## src/rtl/idli_pctl_m.sv

```systemverilog
// idli predicate controller: evaluates each issued instruction's guard through
// PRF read port P and holds execute for len+1 cycles. It also funnels compare and
// debug predicate writes through a one-entry write stage onto PRF port Q, and
// stalls issue while a predicate it needs is still being written.
module idli_pctl_m #(
   parameter int LEN_W = 4
) (
   input  logic             i_pctl_gck,
   input  logic             i_pctl_rst_n,
   // issue
   input  logic             i_pctl_issue_vld,
   output logic             o_pctl_issue_rdy,
   input  logic [1:0]       i_pctl_issue_p,
   input  logic             i_pctl_issue_inv,
   input  logic [LEN_W-1:0] i_pctl_issue_len,
   // PRF read port P
   output logic [1:0]       o_pctl_prf_p,
   input  logic             i_pctl_prf_p_data,
   // execute status
   output logic             o_pctl_exec_vld,
   output logic             o_pctl_exec_en,
   output logic             o_pctl_exec_last,
   // compare unit write request
   input  logic             i_pctl_cmp_vld,
   input  logic [1:0]       i_pctl_cmp_p,
   input  logic             i_pctl_cmp_data,
   output logic             o_pctl_cmp_rdy,
   // debug write request
   input  logic             i_pctl_dbg_vld,
   input  logic [1:0]       i_pctl_dbg_p,
   input  logic             i_pctl_dbg_data,
   output logic             o_pctl_dbg_rdy,
   // PRF write port Q
   output logic [1:0]       o_pctl_prf_q,
   output logic             o_pctl_prf_q_wr_en,
   output logic             o_pctl_prf_q_data
);

   typedef enum logic {
      ST_IDLE = 1'b0,
      ST_EXEC = 1'b1
   } state_e;

   state_e           state_q;
   logic [LEN_W-1:0] count_q;
   logic             exec_en_q;

   logic             wb_vld_q, wb_vld_d;
   logic [1:0]       wb_p_q, wb_p_d;
   logic             wb_data_q, wb_data_d;

   logic             exec_last;
   logic             hazard;
   logic             issue_acc;

   // P3 is hard-wired to 1 in the PRF, so it never needs to wait for a write.
   // The incoming write is older than the instruction being issued, so both the
   // staged write and the one being accepted right now block a matching guard.
   always_comb begin
      hazard = 1'b0;
      if (i_pctl_issue_p != 2'd3) begin
         if (wb_vld_q && (wb_p_q == i_pctl_issue_p))
            hazard = 1'b1;
         if (wb_vld_d && (wb_p_d == i_pctl_issue_p))
            hazard = 1'b1;
      end
   end

   // Compare always wins the write stage; debug only gets in when compare is quiet.
   always_comb begin
      wb_vld_d  = 1'b0;
      wb_p_d    = 2'd0;
      wb_data_d = 1'b0;
      if (i_pctl_cmp_vld) begin
         wb_vld_d  = 1'b1;
         wb_p_d    = i_pctl_cmp_p;
         wb_data_d = i_pctl_cmp_data;
      end else if (i_pctl_dbg_vld) begin
         wb_vld_d  = 1'b1;
         wb_p_d    = i_pctl_dbg_p;
         wb_data_d = i_pctl_dbg_data;
      end
   end

   assign exec_last = (state_q == ST_EXEC) && (count_q == '0);
   assign o_pctl_issue_rdy = ((state_q == ST_IDLE) || exec_last) && !hazard;
   assign issue_acc = i_pctl_issue_vld && o_pctl_issue_rdy;

   // Issue/execute FSM; a new instruction may be accepted on the last execute
   // cycle of the previous one so back-to-back instructions have no bubble.
   always_ff @(posedge i_pctl_gck or negedge i_pctl_rst_n) begin
      if (!i_pctl_rst_n) begin
         state_q   <= ST_IDLE;
         count_q   <= '0;
         exec_en_q <= 1'b0;
      end else begin
         case (state_q)
            ST_IDLE: begin
               if (issue_acc) begin
                  state_q   <= ST_EXEC;
                  count_q   <= i_pctl_issue_len;
                  exec_en_q <= i_pctl_prf_p_data ^ i_pctl_issue_inv;
               end
            end
            ST_EXEC: begin
               if (count_q != '0) begin
                  count_q <= count_q - 1'b1;
               end else if (issue_acc) begin
                  count_q   <= i_pctl_issue_len;
                  exec_en_q <= i_pctl_prf_p_data ^ i_pctl_issue_inv;
               end else begin
                  state_q   <= ST_IDLE;
                  exec_en_q <= 1'b0;
               end
            end
            default: begin
               state_q   <= ST_IDLE;
               exec_en_q <= 1'b0;
            end
         endcase
      end
   end

   // One-entry write stage: reloads every cycle, so it drains without backpressure.
   always_ff @(posedge i_pctl_gck or negedge i_pctl_rst_n) begin
      if (!i_pctl_rst_n) begin
         wb_vld_q  <= 1'b0;
         wb_p_q    <= 2'd0;
         wb_data_q <= 1'b0;
      end else begin
         wb_vld_q  <= wb_vld_d;
         wb_p_q    <= wb_p_d;
         wb_data_q <= wb_data_d;
      end
   end

   assign o_pctl_prf_p       = i_pctl_issue_p;
   assign o_pctl_exec_vld    = (state_q == ST_EXEC);
   assign o_pctl_exec_en     = exec_en_q;
   assign o_pctl_exec_last   = exec_last;
   assign o_pctl_cmp_rdy     = 1'b1;
   assign o_pctl_dbg_rdy     = !i_pctl_cmp_vld;
   assign o_pctl_prf_q       = wb_p_q;
   // Writes aimed at the constant P3 are consumed here and never reach the PRF.
   assign o_pctl_prf_q_wr_en = wb_vld_q && (wb_p_q != 2'd3);
   assign o_pctl_prf_q_data  = wb_data_q;

endmodule

```

## config.mk

```make
export PLATFORM = sky130hd
export DESIGN_NAME = idli_pctl_m
export DESIGN_NICKNAME = d
export VERILOG_FILES = /design/src/rtl/idli_pctl_m.sv
export SDC_FILE = /design/constraint.sdc
export NUM_CORES = 1
export LEC_CHECK = 0
export ABC_AREA = 1
export CAP_MARGIN = 20
export CORE_ASPECT_RATIO = 1.25
export CORE_MARGIN = 2
export CORE_UTILIZATION = 40
export CTS_CLUSTER_DIAMETER = 60
export DETAILED_ROUTE_END_ITERATION = 8
export MAX_ROUTING_LAYER = met4
export PLACE_DENSITY = 0.79
export SLEW_MARGIN = 10
export SYNTH_ARGS = -nofsm -noshare
export SYNTH_HDL_FRONTEND = slang
export SYNTH_SLANG_ARGS = --single-unit
```

## constraint.sdc

```tcl
create_clock -name i_pctl_gck -period 1.95 [get_ports i_pctl_gck]
set_input_delay 0.585 -clock i_pctl_gck [delete_from_list [all_inputs] [get_ports i_pctl_gck]]
set_output_delay 0.585 -clock i_pctl_gck [all_outputs]
set_load 0.005 [all_outputs]
```

==> results of run 1 <==
-- report_power, final --
part	leakage (uW)	total [uW]	switching, uW	internal [uW]
sequential	0.000118	332	53.0	279
clock	0.0000210	187	74.2	113
combinational	0.000579	969	442	527
total	0.000718	1490	569	919
-- layout by cell type, fill, tap and decap left out, drive strengths merged --
master	netlist	routed
nand4	2	2
a21boi	1	1
ha	1	1
nand2	22	22
xor2	1	1
dfrtp	10	10
o21ai	2	2
nand3	18	18
xnor2	2	2
clkdlybuf4s50	0	16
o21bai	1	1
a21oi	2	2
or2	2	2
clkdlybuf4s15	0	1
buf	3	46
dlygate4sd2	0	1
inv	13	13
nor2	7	7
conb	1	1
clkbuf	0	9
dlymetal6s2s	0	1
-- per-layer routing --
layer  routed length, um  up-vias
met5                   0        -
met4                  39        0
met3                 157        6
met2                1547       47
met1                 937      422
li1                    -      421
-- state kept, by name, indices dropped and copies added (netlist names) --
register and cells:
count_q 4, o_pctl_exec_en 1, o_pctl_prf_q 2, o_pctl_exec_vld 1
wb_vld_q 1, o_pctl_prf_q_data 1
-- stage by stage --
stage	utilization	area (sq um)	hold WS, ns	setup WS, ns	cells
final	0.8718	1379	0.5254	-0.06762	177
after global routing	0.8718	1379	0.5665	-0.1237	177
after CTS	0.8062	1275	0.5196	-0.08617	172
after detailed placement	0.6922	1095	0.5039	-0.8967	148
after global placement	0.6922	1095	0.4928	-0.8628	148
after floorplan	-	684.4	0.2894	0.1582	88
-- worst max-delay path: stages (launching register included) --
cell and delay, ns:
dfrtp_1 0.40, inv_2 0.08, ha_4 0.14, nand2_4 0.05
nor2_4 0.10, buf_6 0.11, nor2_4 0.03, a21oi_2 0.11
buf_2 0.13
-- repair_timing --
item                       CTS  global route
pin swaps                   10             7
setup endpoints to repair    8             6
resized for setup           39            31
buffers inserted            20             6
-- cells by family after synthesis --
kind of cell / Yosys count / synth area share
DFF: 10 / 0.3656
xor gates and xnor gates: 3 / 0.03840
AOI/OAI and AO/OA: 6 / 0.06765
and+or+nand+nor: 51 / 0.4004
other: 1 / 0.005479
buffers and inverters: 16 / 0.1042
adders and majority gates: 1 / 0.01828
-- final timing paths --
path | to | cells past startpoint | start | slack (ns)
min in group asynchronous | count_q[0]$_DFF_PN0_ | 1 | i_pctl_rst_n | 0.64
worst max register to register | o_pctl_exec_en$_DFFE_PN0P_ | 13 | count_q[0]$_DFF_PN0_ | 0.12
max in group asynchronous | count_q[1]$_DFF_PN0_ | 1 | i_pctl_rst_n | 0.99
worst min register to register | o_pctl_exec_en$_DFFE_PN0P_ | 2 | o_pctl_exec_en$_DFFE_PN0P_ | 0.53
worst min-delay path | o_pctl_exec_en$_DFFE_PN0P_ | 2 | o_pctl_exec_en$_DFFE_PN0P_ | 0.53
worst max-delay path | o_pctl_issue_rdy | 8 | count_q[0]$_DFF_PN0_ | -0.07
-- final cells by class --
cell class / count / area, sq um / share of cell area
Multi-Input combinational cell: 62 / 449.2 / 0.3258
Inverter: 13 / 53.80 / 0.03902
Clock buffer: 4 / 36.28 / 0.02632
Tap cell: 18 / 22.52 / 0.01633
Sequential cell: 10 / 250.2 / 0.1815
Timing Repair Buffer: 70 / 566.8 / 0.4111
==> qor.yml, run 1 <==
run_status:
  status: "complete, but fails checks"
  violations: "negative setup slack"
die:
  die_height_um: 50.25
  core-area_sq_mm: 0.001582
  start_util: 0.4328
  dieArea_sq_mm: 0.002060
  rows: 16
  fp.dieW_um: 41.00
  ios: 31
placed_design:
  finalWeightedCongestion: 0.8504
  io_buffers: 29
  dp_hpwl_mm: 1.468
synthesis:
  yosysTopAreaCellShare: 0.3656
  synth_area_per_cell_sq_um: 7.777
  synth_most_common_cell: "nand2_1"
  yosys.area.top_type: "dfrtp_1"
  async_flop_share: 1.000
  synth_common_cells: "18 x nand2_1, 15 x nand3_1, 12 x inv_1, 10 x dfrtp_1, 4 x nor2_1"
  synth_cells: 88
  synthFlopType: "dfrtp_1"
  ys_ff_latch: 10
  yosys-top-cells-area: "dfrtp_1 37%, nand3_1 11%, nand2_1 9.9%"
  syn_nets: 108
  synth-edff-count: 0
  synth_area_sq_um: 684.4
  yosys_warnings: 0
  ys_types: 23
  seq_area_frac_synth: 0.3656
routing:
  wire_per_inst_um: 15.15
  drt_iter0_drc: 23
  drc_errors: 0
  wirelength_mm: 2.682
  vias_per_cell: 5.062
  vias: 896
  firstDrtPassIters: 5
  postRouteAntennaNets: 0
grt:
  met2_usage: 0.4714
  grt_max_degree: 11
  track_usage: 0.2561
  antenna_found_initial: 0
  use_met3: 0.03982
  grt_pass1_wl_mm: 3.553
  grt_pass1_vias: 892
  busiest_layer: "met2"
  overflow: 0
  use_met1: 0.2373
hold_path:
  hold_class: "reg2reg"
cells_and_area:
  insertedDiodeCount: 0
  post_route_cells_drive_above_1_share: 0.5346
  syn_to_final_growth_pct: 101.5
  nNetsFinal: 180
  fill_cells: 91
clock_tree:
  path_clk_slew_ns: 0.07
  cts_tree: "done"
  cts-root-buf: "clkbuf_4"
  cts_max_path_buffers: 2
  cts_hold_buf: 0
  clk_latency_ns: 0.26
  htreeDepth: 1
  clock_sinks: 10
  cts_inserted_buffers: 3
worst_setup_path:
  worstSetupPathType: "reg2out"
  critPathArrivalTime_ns: 1.43
  crit_fanout: 2
  crit_path_start_kind: "flop"
  worst_ep_required_time_ns: 1.36
  cp-end-kind: "output port"
timing:
  slew_viol_final: 0
  rsz0062_at_grt: "true"
  worst_slack_ns: -0.06762
  fin_skew_ns: 0.005140
  min_period_ns: 2.018
  period_share: 1.035
  hold_viol: 0
  fmax_mhz: 495.6
  setup_violations: 1
  fin_setup_tns_ns: -0.06762
power_and_ir_drop:
  ir_drop_mv: 0.6701
  power_density_mw_per_mm2: 1080
  p_leak_uw: 0.0007181
  power_uw: 1489
flow_run:
  maxCapViolCount: 0
Power figures use the tool's default switching activity.
==> run 2, diff against run 1 <==
Settings changed: ABC_CLOCK_PERIOD_IN_PS from default to 1950.
==> results of run 2 <==
Same layout as run 1: the final DEF is identical, and so are final timing and power.
